==> src/rtl/pipeline_pkg.sv <==
`default_nettype none
// ============================================================================
// Module      : pipeline_pkg
// Description : Shared constants and types for the pipelined core front end:
//               default reset/exception addresses, exception cause codes and
//               the next-PC redirect-select enumeration.
// Revision    : 1.0 - initial release
// ============================================================================
package pipeline_pkg;

  // Default fetch addresses (32-bit; consumers truncate to their PC width)
  localparam logic [31:0] c_reset_pc_def   = 32'h0000_0000;
  localparam logic [31:0] c_exc_vector_def = 32'h0000_0080;

  // Exception cause codes (4-bit, MIPS-style numbering)
  localparam int          c_cause_w_def  = 4;
  localparam logic [3:0]  c_cause_int    = 4'd0;
  localparam logic [3:0]  c_cause_addr   = 4'd4;   // misaligned fetch target
  localparam logic [3:0]  c_cause_sys    = 4'd8;
  localparam logic [3:0]  c_cause_bp     = 4'd9;
  localparam logic [3:0]  c_cause_ri     = 4'd10;
  localparam logic [3:0]  c_cause_ov     = 4'd12;

  // Next-PC source, listed from highest to lowest priority
  typedef enum logic [2:0] {
    EXC     = 3'd0,
    ADDRERR = 3'd1,
    HOLD    = 3'd2,
    ERET    = 3'd3,
    JR      = 3'd4,
    JUMP    = 3'd5,
    BRANCH  = 3'd6,
    SEQ     = 3'd7
  } redirect_sel_e;

endpackage : pipeline_pkg
`default_nettype wire

==> src/rtl/pc_target_calc.sv <==
`default_nettype none
// ============================================================================
// Module      : pc_target_calc
// Description : Purely combinational target arithmetic for the PC unit.
//               All sums are modulo 2^ADDR_W.
// Ports       : pc        in  current fetch address
//               id_pc     in  PC of the instruction in ID
//               id_instr  in  instruction in ID ([15:0] offset, [25:0] index)
//               pc_plus4  out pc + 4
//               br_tgt    out id_pc + 4 + sext(offset) << 2
//               j_tgt     out {(id_pc+4)[ADDR_W-1:28], index, 2'b00}
//               link_addr out id_pc + 8
// Revision    : 1.0 - initial release
// ============================================================================
module pc_target_calc #(
  parameter int ADDR_W = 32
) (
  input  logic [ADDR_W-1:0] pc,
  input  logic [ADDR_W-1:0] id_pc,
  input  logic [31:0]       id_instr,
  output logic [ADDR_W-1:0] pc_plus4,
  output logic [ADDR_W-1:0] br_tgt,
  output logic [ADDR_W-1:0] j_tgt,
  output logic [ADDR_W-1:0] link_addr
);

  logic [ADDR_W-1:0] w_id_pc_plus4;
  logic [ADDR_W-1:0] w_br_off;
  logic [5:0]        w_unused_opcode;

  // Opcode field is decoded elsewhere; only the immediates matter here.
  assign w_unused_opcode = id_instr[31:26];

  assign pc_plus4      = pc + ADDR_W'(4);
  assign w_id_pc_plus4 = id_pc + ADDR_W'(4);
  assign link_addr     = id_pc + ADDR_W'(8);

  // Sign-extended word offset already shifted into byte units.
  assign w_br_off = {{(ADDR_W-18){id_instr[15]}}, id_instr[15:0], 2'b00};
  assign br_tgt   = w_id_pc_plus4 + w_br_off;

  // Jump keeps the region bits above bit 27 of the sequential PC; at a
  // 28-bit PC there is no region and the target is the index alone.
  generate
    if (ADDR_W > 28) begin : g_jump_region
      assign j_tgt = {w_id_pc_plus4[ADDR_W-1:28], id_instr[25:0], 2'b00};
    end else begin : g_jump_flat
      assign j_tgt = {id_instr[25:0], 2'b00};
    end
  endgenerate

endmodule : pc_target_calc
`default_nettype wire

==> src/rtl/pc_unit.sv <==
`default_nettype none
// ============================================================================
// Module      : pc_unit
// Description : Architectural PC register for IF of the pipelined core.
//               Resolves ID redirects (beq/bne, j/jal, jr, eret), enters the
//               exception vector on a later-stage exception or a misaligned
//               jr target, keeps the EPC/cause pair and drives the IF/ID and
//               ID/EX flush controls.
// Ports       : clk, rst_n                  clock, async active-low reset
//               stall                       hold PC, ignore ID redirects
//               id_valid, id_instr, id_pc   instruction presented in ID
//               is_branch, is_bne, cmp_eq   conditional branch decode/compare
//               is_jump, is_jr, jr_target   unconditional redirects
//               exc_req, exc_pc, exc_cause  exception pulse from later stage
//               eret                        return from exception (in ID)
//               pc, pc_plus4, link_addr     fetch address and derived values
//               flush_if, flush_id          squash controls (combinational)
//               epc, cause                  saved exception state
// Revision    : 1.0 - initial release
// ============================================================================
module pc_unit
  import pipeline_pkg::*;
#(
  parameter int                 ADDR_W     = 32,
  parameter logic [31:0]        RESET_PC   = c_reset_pc_def,
  parameter logic [31:0]        EXC_VECTOR = c_exc_vector_def,
  parameter int                 CAUSE_W    = c_cause_w_def,
  parameter logic [CAUSE_W-1:0] CAUSE_ADDR = CAUSE_W'(c_cause_addr)
) (
  input  logic                clk,
  input  logic                rst_n,
  input  logic                stall,
  input  logic                id_valid,
  input  logic [31:0]         id_instr,
  input  logic [ADDR_W-1:0]   id_pc,
  input  logic                is_branch,
  input  logic                is_bne,
  input  logic                cmp_eq,
  input  logic                is_jump,
  input  logic                is_jr,
  input  logic [ADDR_W-1:0]   jr_target,
  input  logic                exc_req,
  input  logic [ADDR_W-1:0]   exc_pc,
  input  logic [CAUSE_W-1:0]  exc_cause,
  input  logic                eret,
  output logic [ADDR_W-1:0]   pc,
  output logic [ADDR_W-1:0]   pc_plus4,
  output logic [ADDR_W-1:0]   link_addr,
  output logic                flush_if,
  output logic                flush_id,
  output logic [ADDR_W-1:0]   epc,
  output logic [CAUSE_W-1:0]  cause
);

  localparam logic [ADDR_W-1:0] c_reset_pc   = RESET_PC[ADDR_W-1:0];
  localparam logic [ADDR_W-1:0] c_exc_vector = EXC_VECTOR[ADDR_W-1:0];

  logic [ADDR_W-1:0]  r_pc;
  logic [ADDR_W-1:0]  r_epc;
  logic [CAUSE_W-1:0] r_cause;

  logic [ADDR_W-1:0]  w_br_tgt;
  logic [ADDR_W-1:0]  w_j_tgt;
  logic [ADDR_W-1:0]  w_pc_plus4;
  logic [ADDR_W-1:0]  w_pc_next;
  logic               w_id_live;
  logic               w_taken;
  logic               w_jr_misalign;
  logic               w_flush_if;
  logic               w_flush_id;
  redirect_sel_e      w_sel;

  pc_target_calc #(
    .ADDR_W (ADDR_W)
  ) u_target_calc (
    .pc        (r_pc),
    .id_pc     (id_pc),
    .id_instr  (id_instr),
    .pc_plus4  (w_pc_plus4),
    .br_tgt    (w_br_tgt),
    .j_tgt     (w_j_tgt),
    .link_addr (link_addr)
  );

  // An ID instruction can only redirect when it is real and not stalled.
  assign w_id_live     = id_valid & ~stall;
  assign w_taken       = w_id_live & is_branch & (cmp_eq ^ is_bne);
  assign w_jr_misalign = w_id_live & is_jr & (jr_target[1:0] != 2'b00);

  // Redirect priority. Stall sits below the two exception sources so a
  // fault is never lost behind a hazard; jump sits above branch so a bad
  // decode asserting both still follows the jump.
  always_comb begin
    w_sel = SEQ;
    if (exc_req)                    w_sel = EXC;
    else if (w_jr_misalign)         w_sel = ADDRERR;
    else if (stall)                 w_sel = HOLD;
    else if (id_valid && eret)      w_sel = ERET;
    else if (id_valid && is_jr)     w_sel = JR;
    else if (id_valid && is_jump)   w_sel = JUMP;
    else if (w_taken)               w_sel = BRANCH;
  end

  always_comb begin
    w_pc_next  = w_pc_plus4;
    w_flush_if = 1'b0;
    w_flush_id = 1'b0;
    case (w_sel)
      EXC, ADDRERR: begin
        w_pc_next  = c_exc_vector;
        w_flush_if = 1'b1;
        w_flush_id = 1'b1;
      end
      HOLD: begin
        w_pc_next = r_pc;
      end
      ERET: begin
        w_pc_next  = r_epc;
        w_flush_if = 1'b1;
      end
      JR: begin
        w_pc_next  = jr_target;
        w_flush_if = 1'b1;
      end
      JUMP: begin
        w_pc_next  = w_j_tgt;
        w_flush_if = 1'b1;
      end
      BRANCH: begin
        w_pc_next  = w_br_tgt;
        w_flush_if = 1'b1;
      end
      default: begin
        w_pc_next = w_pc_plus4;
      end
    endcase
  end

  always_ff @(posedge clk or negedge rst_n) begin
    if (!rst_n) begin
      r_pc    <= c_reset_pc;
      r_epc   <= '0;
      r_cause <= '0;
    end else begin
      r_pc <= w_pc_next;
      if (w_sel == EXC) begin
        r_epc   <= exc_pc;
        r_cause <= exc_cause;
      end else if (w_sel == ADDRERR) begin
        r_epc   <= id_pc;
        r_cause <= CAUSE_ADDR;
      end
    end
  end

  // Flushes are masked during reset so in-flight redirects are dropped.
  assign flush_if = rst_n & w_flush_if;
  assign flush_id = rst_n & w_flush_id;
  assign pc       = r_pc;
  assign pc_plus4 = w_pc_plus4;
  assign epc      = r_epc;
  assign cause    = r_cause;

endmodule : pc_unit
`default_nettype wire

==> config.mk <==
export PLATFORM = sky130hd
export DESIGN_NAME = pc_unit
export DESIGN_NICKNAME = d
export VERILOG_FILES = /design/src/rtl/pipeline_pkg.sv /design/src/rtl/pc_target_calc.sv /design/src/rtl/pc_unit.sv
export SDC_FILE = /design/constraint.sdc
export NUM_CORES = 1
export LEC_CHECK = 0
export BUFFER_PORTS_ARGS = -buffer_cell sky130_fd_sc_hd__clkbuf_2
export CAP_MARGIN = 20
export CORE_MARGIN = 2
export CORE_UTILIZATION = 51
export DETAILED_ROUTE_END_ITERATION = 6
export PLACE_DENSITY = 0.81
export REMOVE_ABC_BUFFERS = 1
export SLEW_MARGIN = 20
export SYNTH_ARGS = -nofsm -noshare
export SYNTH_HDL_FRONTEND = slang
export SYNTH_SLANG_ARGS = --single-unit
export TNS_END_PERCENT = 30
==> constraint.sdc <==
create_clock -name clk -period 2.7 [get_ports clk]
set_input_delay 0.27 -clock clk [delete_from_list [all_inputs] [get_ports clk]]
set_output_delay 0.27 -clock clk [all_outputs]
set_load 0.01 [all_outputs]
==> run_results.csv, run 1 <==
group,metric,value,unit
floorplanning,dieArea,15000,µm²
critical_path,reg2reg_from,"pc[5]",
timing,finalClockSkew,0.00816,ns
global_routing,grt_pass1_vias,8192,
floorplanning,die_w,122,µm
detailed_routing,vias_per_cell,6.02,
yosys,synthDominantCellAreaShare,23.8,%
critical_path,r2r-end,"pc[28]",
global_routing,track_usage,36.6,%
layout,num-fill-cells,975,
timing,rsz0062_at_grt,"true",
timing,setup_viol,16,
yosys,avgSynthCellArea,7.94,µm²
critical_path,required,2.92,ns
power,leakagePower,0.00534,µW
hold_path,whs_endpoint,"cause[1]",
layout,area_growth_syn_to_layout,47.7,%
layout,multiInputGateArea,5400,µm²
floorplanning,fp-row-count,43,
hold_path,min_path_type,"input pin to flip-flop",
timing,tightest_slew,0.699,ns
detailed_routing,top_layer,"met4",
critical_path,end_kind,"flip-flop",
yosys,yosysSeqAreaShare,23.8,%
critical_path,crit_path_start,"id_pc[4]",
global_routing,grt_max_degree,63,
global_routing,antenna_found_initial,0,
placement,placed_area,9790,µm²
floorplanning,die_h,122,µm
power,p_per_area,435,nW/µm²
layout,seqCellArea,1700,µm²
yosys,post-synth-top-count-cell,"nand2_1",
timing,final_hold_viol_count,0,
detailed_routing,drt_pre_antenna_iters,6,
clocking,cts_sinks,68,
yosys,netlist_area,7160,µm²
floorplanning,coreArea,13800,µm²
timing,min_period_over_period,114,%
clocking,cts_buffers,9,
global_routing,grt_pass1_wl,42.6,mm
yosys,synth_largest_area_cell,"dfrtp_1",
detailed_routing,route.detailed.drc,0,
timing,relSlewSlack,53.2,%
detailed_routing,met1_length,11.8,mm
clocking,cts_tree,"done",
detailed_routing,initialDrtViolationCount,1044,
timing,clock.fmax,0.324,GHz
detailed_routing,drtAntennaViolNets,0,
placement,placedCellCount,1467,
clocking,clockBufferDepth,2,
run_status,status,"finished, violations left",
yosys,ys_ff_latch,68,
critical_path,path_class,"input pin to flip-flop",
layout,drive_above_1_share,43.1,%
detailed_routing,wl_per_cell,19.7,µm
placement,pre_cts_ws,-1.04,ns
yosys,async_reset_ff_share,100,%
yosys,syn_inst,901,
timing,layout_setup_ws,-0.382,ns
layout,final_area,10600,µm²
hold_path,min_from,"exc_cause[1]",
yosys,ys.warnings.count,0,
critical_path,crit_arrival,3.30,ns
detailed_routing,met3_length,3.02,mm
detailed_routing,dr_total_vias,9025,
timing,slew_viol_final,0,
layout,nets,1493,
hold_path,hold_depth,2,
floorplanning,num_io_pins,277,
global_routing,overflow,0,
critical_path,start_kind,"input pin",
placement,dpl.hpwl,21.6,mm
clocking,cts-root-buf,"clkbuf_16",
yosys,synth_edf_count,0,
critical_path,worstPathMaxFanout,4,
placement,gp_congestion,0.955,
yosys,ys_top_cells_by_count,"110 x nand2_1, 79 x nor2_1, 68 x dfrtp_1, 68 x o21ai_0, 66 x a21oi_1",
run,drv_cap,0,
clocking,clock_latency,0.35,ns
yosys,synthTopCellsByArea,"dfrtp_1 24%, xnor2_1 7.1%, mux2i_1 6.2%",
critical_path,reg2reg_slack,0.31,ns
run_status,violations,"negative setup slack",
yosys,post_synth_num_cell_types,83,
placement,port_buffers,270,
detailed_routing,met2RoutedLength,13.5,mm
timing,post-route-min-period,3.08,ns
clocking,clkTransAtPathRegs,0.07,ns
layout,diodes,0,
timing,holdWs,0.144,ns
clocking,htree_num_levels,3,
layout,stdcell_count,1499,
detailed_routing,wirelength,29.5,mm
floorplanning,initial_utilization,52.0,%
power,irDropWorstVdd,0.298,mV
yosys,synth_ff_type,"dfrtp_1",
critical_path,reg2reg_depth,9,
## kinds of logic (layout without fill, tap and decap cells)
group	after synthesis	count (layout)	synth area share (%)
AO/OA/AOI/OAI	247	247	22.6
XOR/XNOR	108	108	13.3
adder cells (fa/ha/maj)	36	36	6.40
buffers and inverters	82	500	5.68
flip-flops	68	68	23.8
multiplexers	45	45	6.36
AND/OR/NAND/NOR	315	315	21.8
## worst max path at each step
| stage | endpoint | cells past startpoint |
|---|---|---|
| global placement | pc[30] | 18 |
| CTS | pc[25] | 19 |
| global route | pc[31] | 19 |
| detailed placement | pc[30] | 18 |
| floorplan | pc[21] | 7 |
| finish | pc[25] | 19 |
## registers in the layout, summed over array words and instances, names as in the netlist
name,flops
cause,4
pc,32
epc,32
## layout make-up
cell class | count | area share (%)
Multi-Input combinational cell | 751 | 51.1
Timing Repair Buffer | 464 | 27.0
Sequential cell | 68 | 16.1
Clock buffer | 10 | 2.26
Tap cell | 180 | 2.13
Inverter | 20 | 0.710
Clock inverter | 6 | 0.686
## where the power goes
group          internal [µW]  switching, µW
Combinational            906           1070
Clock                    749            520
Sequential              1150            196
Total                   2810           1790
## worst max-delay path, stage by stage
cell	delay, ns
buf_8	0.08
ha_4	0.13
and3_4	0.19
and4_4	0.22
nand2_2	0.06
or4_4	0.56
nor2_4	0.12
nand2_2	0.08
xnor2_2	0.20
ha_4	0.25
nand2_4	0.08
nor2_4	0.04
nand2_1	0.08
o211ai_1	0.13
a31oi_4	0.26
buf_6	0.15
xnor2_2	0.06
a221oi_2	0.28
a311oi_1	0.07
## cell usage in the layout, fill, tap and decap left out, drive strengths merged, types with 5 or more instances in the layout
cell type | synthesis | routed
a211oi | 6 | 6
a21o | 11 | 11
a21oi | 68 | 68
a221oi | 13 | 13
a222oi | 5 | 5
a22o | 6 | 6
a22oi | 6 | 6
a31oi | 7 | 7
and2 | 6 | 6
and3 | 11 | 11
and4 | 5 | 5
buf | 37 | 197
clkbuf | 25 | 276
dfrtp | 68 | 68
ha | 35 | 35
inv | 20 | 21
mux2i | 44 | 44
nand2 | 111 | 111
nand3 | 37 | 37
nand4 | 15 | 15
nor2 | 82 | 82
nor2b | 10 | 10
nor3 | 15 | 15
o211ai | 6 | 6
o21ai | 74 | 74
o22ai | 17 | 17
xnor2 | 58 | 58
xor2 | 50 | 50
## layer usage
layer / global-route usage (%) / vias up
met2: 58.1 / 641
met1: 49.2 / 4210
met4: 14.4 / 0
li1: - / 4061
met5: 0 / -
met3: 6.97 / 113
## through the flow
stage	setup TNS, ns	utilization, %	total power [µW]
3_5_place_dp	-14.15	71.0	3160
3_3_place_gp	-12.67	71.0	3120
4_1_cts	-3.99	74.5	4450
2_1_floorplan	-102.76	-	2220
6_report	-4.18	76.8	4600
5_1_grt	-6.62	76.8	4790
## what timing repair did
action,CTS,global route
endpoints found under the setup margin,19,22
gates resized for setup,28,51
hold buffers,1,0
pin swaps,21,40
hold endpoints to repair,36,0
buffers inserted,3,12
No activity file was read; power rests on OpenSTA's default activity.
==> run 2: changes to the inputs <==
--- a/config.mk
+++ b/config.mk
@@ -10,6 +10,7 @@
 export CORE_MARGIN = 2
 export CORE_UTILIZATION = 51
 export DETAILED_ROUTE_END_ITERATION = 6
+export MAX_ROUTING_LAYER = met4
 export PLACE_DENSITY = 0.81
 export REMOVE_ABC_BUFFERS = 1
 export SLEW_MARGIN = 20
==> run_results.csv, run 2 (synthesis results as in run 1) <==
group,metric,value,unit
clocking,cts_buffers,9,
placement,gp_congestion,0.995,
clocking,clkTransAtPathRegs,0.06,ns
power,irDropWorstVdd,0.332,mV
floorplanning,die_h,122,µm
critical_path,end_kind,"flip-flop",
placement,dpl.hpwl,21.6,mm
global_routing,overflow,0,
run,drv_cap,0,
power,swShare,38.7,%
timing,rsz0062_at_grt,"true",
clocking,cts-root-buf,"clkbuf_16",
detailed_routing,met3_length,2.94,mm
detailed_routing,dr_total_vias,8987,
floorplanning,initial_utilization,52.0,%
layout,final_cell_mix,"267 x clkbuf_2, 190 x buf_4, 104 x nand2_1",
power,p_seq_share,29.5,%
hold_path,min_from,"exc_cause[1]",
critical_path,reg2reg_from,"pc[5]",
global_routing,antenna_found_initial,0,
clocking,cts_sinks,68,
critical_path,start_kind,"input pin",
detailed_routing,wirelength,29.5,mm
floorplanning,die_w,122,µm
critical_path,reg2reg_depth,9,
clocking,htree_num_levels,3,
detailed_routing,met1_length,11.8,mm
timing,final_hold_viol_count,0,
floorplanning,fp-row-count,43,
timing,setup_viol,21,
global_routing,grt_max_degree,63,
critical_path,path_class,"input pin to flip-flop",
clocking,clockBufferDepth,2,
power,p_per_area,431,nW/µm²
critical_path,crit_arrival,3.48,ns
timing,slew_viol_final,0,
timing,setup_tns,-5.71,ns
global_routing,grt_pass1_vias,8221,
critical_path,reg2reg_slack,0.29,ns
timing,tightest_slew,0.700,ns
critical_path,required,2.93,ns
hold_path,min_path_type,"input pin to flip-flop",
detailed_routing,drtAntennaViolNets,0,
timing,layout_setup_ws,-0.548,ns
timing,min_period_over_period,120,%
floorplanning,dieArea,15000,µm²
power,p_switching,1780,µW
detailed_routing,top_layer,"met4",
power,leakagePower,0.00535,µW
detailed_routing,initialDrtViolationCount,1012,
global_routing,grt_pass1_wl,42.4,mm
run_status,violations,"negative setup slack",
layout,diodes,0,
hold_path,whs_endpoint,"cause[1]",
detailed_routing,wl_per_cell,19.7,µm
detailed_routing,vias_per_cell,5.99,
power,p_comb_share,43.7,%
power,p_int,2810,µW
floorplanning,coreArea,13800,µm²
clocking,cts_tree,"done",
timing,relSlewSlack,53.0,%
timing,finalClockSkew,0.0101,ns
timing,post-route-min-period,3.25,ns
timing,clock.fmax,0.308,GHz
critical_path,worstPathMaxFanout,4,
layout,final_common_cell,"clkbuf_2",
power,p_clk_share,26.9,%
detailed_routing,drt_pre_antenna_iters,7,
detailed_routing,route.detailed.drc,0,
critical_path,r2r-end,"pc[28]",
placement,port_buffers,270,
layout,drive_above_1_share,44.4,%
hold_path,hold_depth,2,
run_status,status,"finished, violations left",
power,power,4590,µW
detailed_routing,met2RoutedLength,13.7,mm
floorplanning,num_io_pins,277,
layout,area_growth_syn_to_layout,48.8,%
global_routing,track_usage,37.7,%
layout,nets,1494,
clocking,clock_latency,0.36,ns
==> run 2: cell types whose count changed in the layout (fill, tap and decap cells not counted), sizes merged <==
cell / previous run / this run
clkbuf: 276 / 277
clkinvlp: 1 / 2
inv: 21 / 20
==> run 2: final cells by class <==
class / count / area, µm²
inverters: 20 / 75.1
fillers: 962 / 3120
multi-input cells: 751 / 5470
flip-flops and latches: 68 / 1700
clock buffers: 10 / 239
well taps: 180 / 225
repair buffers: 465 / 2880
clock inverters: 6 / 63.8
==> run 2: timing repair <==
action                                  in CTS  in global routing
setup buffers                                6                  4
hold endpoints to repair                    21                  0
hold buffers                                 1                  0
resized for setup                           33                 63
pin swaps                                   17                 37
endpoints found under the setup margin      19                 25
==> run 2: worst max-delay path, cell delays in order <==
cell and delay, ns:
buf_8 0.08, ha_4 0.12, and3_4 0.20, and3_1 0.21
buf_4 0.15, nand4_1 0.11, xnor2_1 0.19, ha_1 0.42
a21boi_0 0.44, nor4_2 0.11, buf_4 0.17, o31ai_4 0.29
nand4_1 0.19, a31o_2 0.25, mux2i_1 0.16, o211ai_1 0.11
==> run 2: power groups by stage <==
stage	registers (µW)	logic (µW)	clock network, µW
after floorplan	1370	850	0
after global placement	1350	1780	0
after detailed placement	1350	1820	0
after CTS	1340	1870	1240
after global routing	1360	2140	1280
final	1350	2000	1230
==> run 2: how the worst max path moves through the flow <==
stage / cells after the start / to / slack, ns / start
finish: 16 / pc[30] / -0.55 / id_pc[3]
global route: 16 / pc[30] / -0.66 / id_pc[3]
CTS: 18 / pc[30] / -0.47 / id_pc[4]
detailed placement: 18 / pc[30] / -1.04 / id_pc[4]
global placement: 18 / pc[30] / -0.95 / id_pc[3]
floorplan: 7 / pc[21] / -2.44 / id_valid
==> run 2: metrics by stage <==
| stage | area (µm²) | utilization [%] | hold WS (ns) | instances | worst slack (ns) |
|---|---|---|---|---|---|
| finish | 10700 | 77.3 | 0.144 | 1500 | -0.548 |
| global route | 10700 | 77.3 | 0.151 | 1500 | -0.659 |
| detailed placement | 9840 | 71.5 | 0.187 | 1473 | -1.04 |
| global placement | 9840 | 71.5 | 0.186 | 1473 | -0.951 |
| CTS | 10300 | 75.0 | 0.140 | 1496 | -0.469 |
| floorplan | 6830 | - | -0.0256 | 839 | -2.44 |
==> run 2: per-layer routing <==
| metal | GRT usage (%) | vias up |
|---|---|---|
| met5 | - | - |
| met4 | 15.2 | 0 |
| met3 | 7.02 | 92 |
| met2 | 58.9 | 569 |
| met1 | 48.4 | 4262 |
| li1 | - | 4064 |
==> run 3: changes to the inputs <==
--- a/config.mk
+++ b/config.mk
@@ -7,6 +7,7 @@
 export LEC_CHECK = 0
 export BUFFER_PORTS_ARGS = -buffer_cell sky130_fd_sc_hd__clkbuf_2
 export CAP_MARGIN = 20
+export CORE_ASPECT_RATIO = 0.6
 export CORE_MARGIN = 2
 export CORE_UTILIZATION = 51
 export DETAILED_ROUTE_END_ITERATION = 6
==> run_results.csv, run 3 (synthesis results as in run 1) <==
group,metric,value,unit
critical_path,end_kind,"flip-flop",
placement,placed_area,9840,µm²
placement,gp_congestion,1.01,
global_routing,track_usage,39.9,%
detailed_routing,drt_pre_antenna_iters,5,
layout,final_util,77.9,%
layout,num-fill-cells,1021,
clocking,cts_tree,"done",
layout,diodes,0,
power,p_switching,1820,µW
detailed_routing,route.detailed.drc,0,
timing,final_hold_viol_count,0,
power,p_seq_share,29.3,%
detailed_routing,initialDrtViolationCount,969,
timing,min_period_over_period,115,%
layout,drive_above_1_share,44.3,%
power,leakagePower,0.00536,µW
critical_path,cp_cell_sequence,"buf_8 -> ha_4 -> and3_4 -> and4_4 -> nand2_2 -> or4_4 -> nor2_4 -> nand2_2 -> xnor2_2 -> ha_4 -> a21o_1 -> a21o_1 -> a21oi_2 -> inv_1 -> a21oi_2 -> a31o_2 -> mux2i_1 -> o211ai_1",
critical_path,critPathSlowestCell,"or4_4",
placement,port_buffers,270,
hold_path,min_path_type,"input pin to flip-flop",
clocking,cts_sinks,68,
detailed_routing,drtAntennaViolNets,0,
detailed_routing,wirelength,29.9,mm
floorplanning,initial_utilization,52.4,%
critical_path,path_class,"input pin to flip-flop",
critical_path,start_kind,"input pin",
run_status,status,"finished, violations left",
timing,rsz0062_at_grt,"true",
layout,final_area,10600,µm²
layout,nets,1498,
timing,slew_viol_final,0,
run,drv_cap,0,
critical_path,worstPathMaxFanout,3,
clocking,clock_latency,0.35,ns
detailed_routing,dr_total_vias,8861,
detailed_routing,wl_per_cell,19.7,µm
power,p_clk_share,27.0,%
timing,setup_tns,-4.86,ns
clocking,cts-root-buf,"clkbuf_16",
critical_path,required,2.91,ns
timing,finalClockSkew,0.00609,ns
critical_path,slowest_delay,0.51,ns
power,swShare,39.3,%
critical_path,crit_family,"simple AND/OR/NAND/NOR gates",
clocking,clkTransAtPathRegs,0.06,ns
power,irDropWorstVdd,0.274,mV
timing,post-route-min-period,3.11,ns
global_routing,grt_pass1_wl,43.9,mm
timing,holdWs,0.162,ns
layout,final_cell_mix,"267 x clkbuf_2, 195 x buf_4, 103 x nand2_1",
clocking,clockBufferDepth,2,
timing,relSlewSlack,62.8,%
layout,area_growth_syn_to_layout,48.8,%
timing,setup_viol,19,
placement,pre_cts_ws,-1.08,ns
floorplanning,dieArea,15000,µm²
global_routing,antenna_found_initial,0,
timing,tightest_slew,0.559,ns
floorplanning,num_io_pins,277,
global_routing,overflow,0,
floorplanning,coreArea,13700,µm²
clocking,cts_buffers,9,
timing,layout_setup_ws,-0.407,ns
timing,clock.fmax,0.322,GHz
clocking,htree_num_levels,3,
floorplanning,die_w,157,µm
critical_path,critPathBufInv,2,
floorplanning,die_h,95.8,µm
critical_path,crit_arrival,3.32,ns
global_routing,grt_pass1_vias,7765,
run_status,violations,"negative setup slack",
detailed_routing,vias_per_cell,5.84,
floorplanning,fp-row-count,33,
power,p_per_area,433,nW/µm²
power,p_comb_share,43.8,%
power,p_int,2800,µW
layout,final_common_cell,"clkbuf_2",
placement,dpl.hpwl,23.5,mm
global_routing,grt_max_degree,41,
[run 3: cell types whose count changed in the layout (fill, tap and decap cells not counted), moves of 3 or more]
cell     before  now
nor2_2        6   10
nor2_1       72   69
buf_4       190  195
nand2_2       5    8
[run 3: what timing repair did]
| item | in CTS | in global routing |
|---|---|---|
| hold buffers | 1 | 0 |
| pin swaps | 40 | 27 |
| endpoints found under the hold margin | 28 | 0 |
| endpoints found under the setup margin | 19 | 24 |
| setup buffers | 8 | 10 |
| resized for setup | 45 | 36 |
[run 3: final timing paths]
kind | start | endpoint | slack, ns | cells past startpoint
max reg2reg | pc[7] | pc[28] | 0.32 | 9
max in group asynchronous | rst_n | pc[9] | 1.30 | 3
min in group asynchronous | rst_n | epc[8] | 0.42 | 2
min | exc_cause[1] | cause[1] | 0.16 | 2
min reg2reg | cause[2] | cause[2] | 0.49 | 2
max | id_pc[3] | pc[30] | -0.41 | 18
[run 3: through the flow]
stage / cells / total power, µW
after floorplan: 839 / 2220
after global placement: 1481 / 3190
after detailed placement: 1481 / 3210
after CTS: 1506 / 4500
after global routing: 1516 / 4820
final: 1516 / 4620
[run 3: worst register-to-register path, stage by stage, from the launching register on]
cell and delay (ns):
dfrtp_1 0.44, and3_1 0.22, and3_1 0.23, nand3_1 0.19, nor2b_2 0.25, nand3_1 0.12
xnor2_1 0.16, a221oi_1 0.40, o21ai_1 0.10, a21o_1 0.15
[run 3: final cells by class]
cell class | instances | area, µm² | share of cell area, %
multi-input combinational | 751 | 5420 | 50.9
tap | 192 | 240 | 2.26
timing repair buffer | 469 | 2910 | 27.3
inverter | 20 | 75.1 | 0.705
clock buffer | 10 | 229 | 2.15
clock inverter | 6 | 63.8 | 0.599
sequential | 68 | 1710 | 16.0
[run 3: power by group through the flow]
| stage | Sequential (µW) | Clock [µW] | Combinational [µW] |
|---|---|---|---|
| final | 1350 | 1240 | 2020 |
| after CTS | 1340 | 1240 | 1920 |
| after floorplan | 1370 | 0 | 850 |
| after global placement | 1350 | 0 | 1840 |
| after detailed placement | 1350 | 0 | 1860 |
| after global routing | 1370 | 1280 | 2170 |
[run 3: layer usage]
metal | up-vias | GRT usage (%) | part of all wire (%)
li1 | 4061 | - | -
met1 | 4083 | 58.6 | 43
met2 | 670 | 53.4 | 40
met3 | 47 | 11.8 | 15
met4 | 0 | 8.56 | 1.7
met5 | - | - | 0
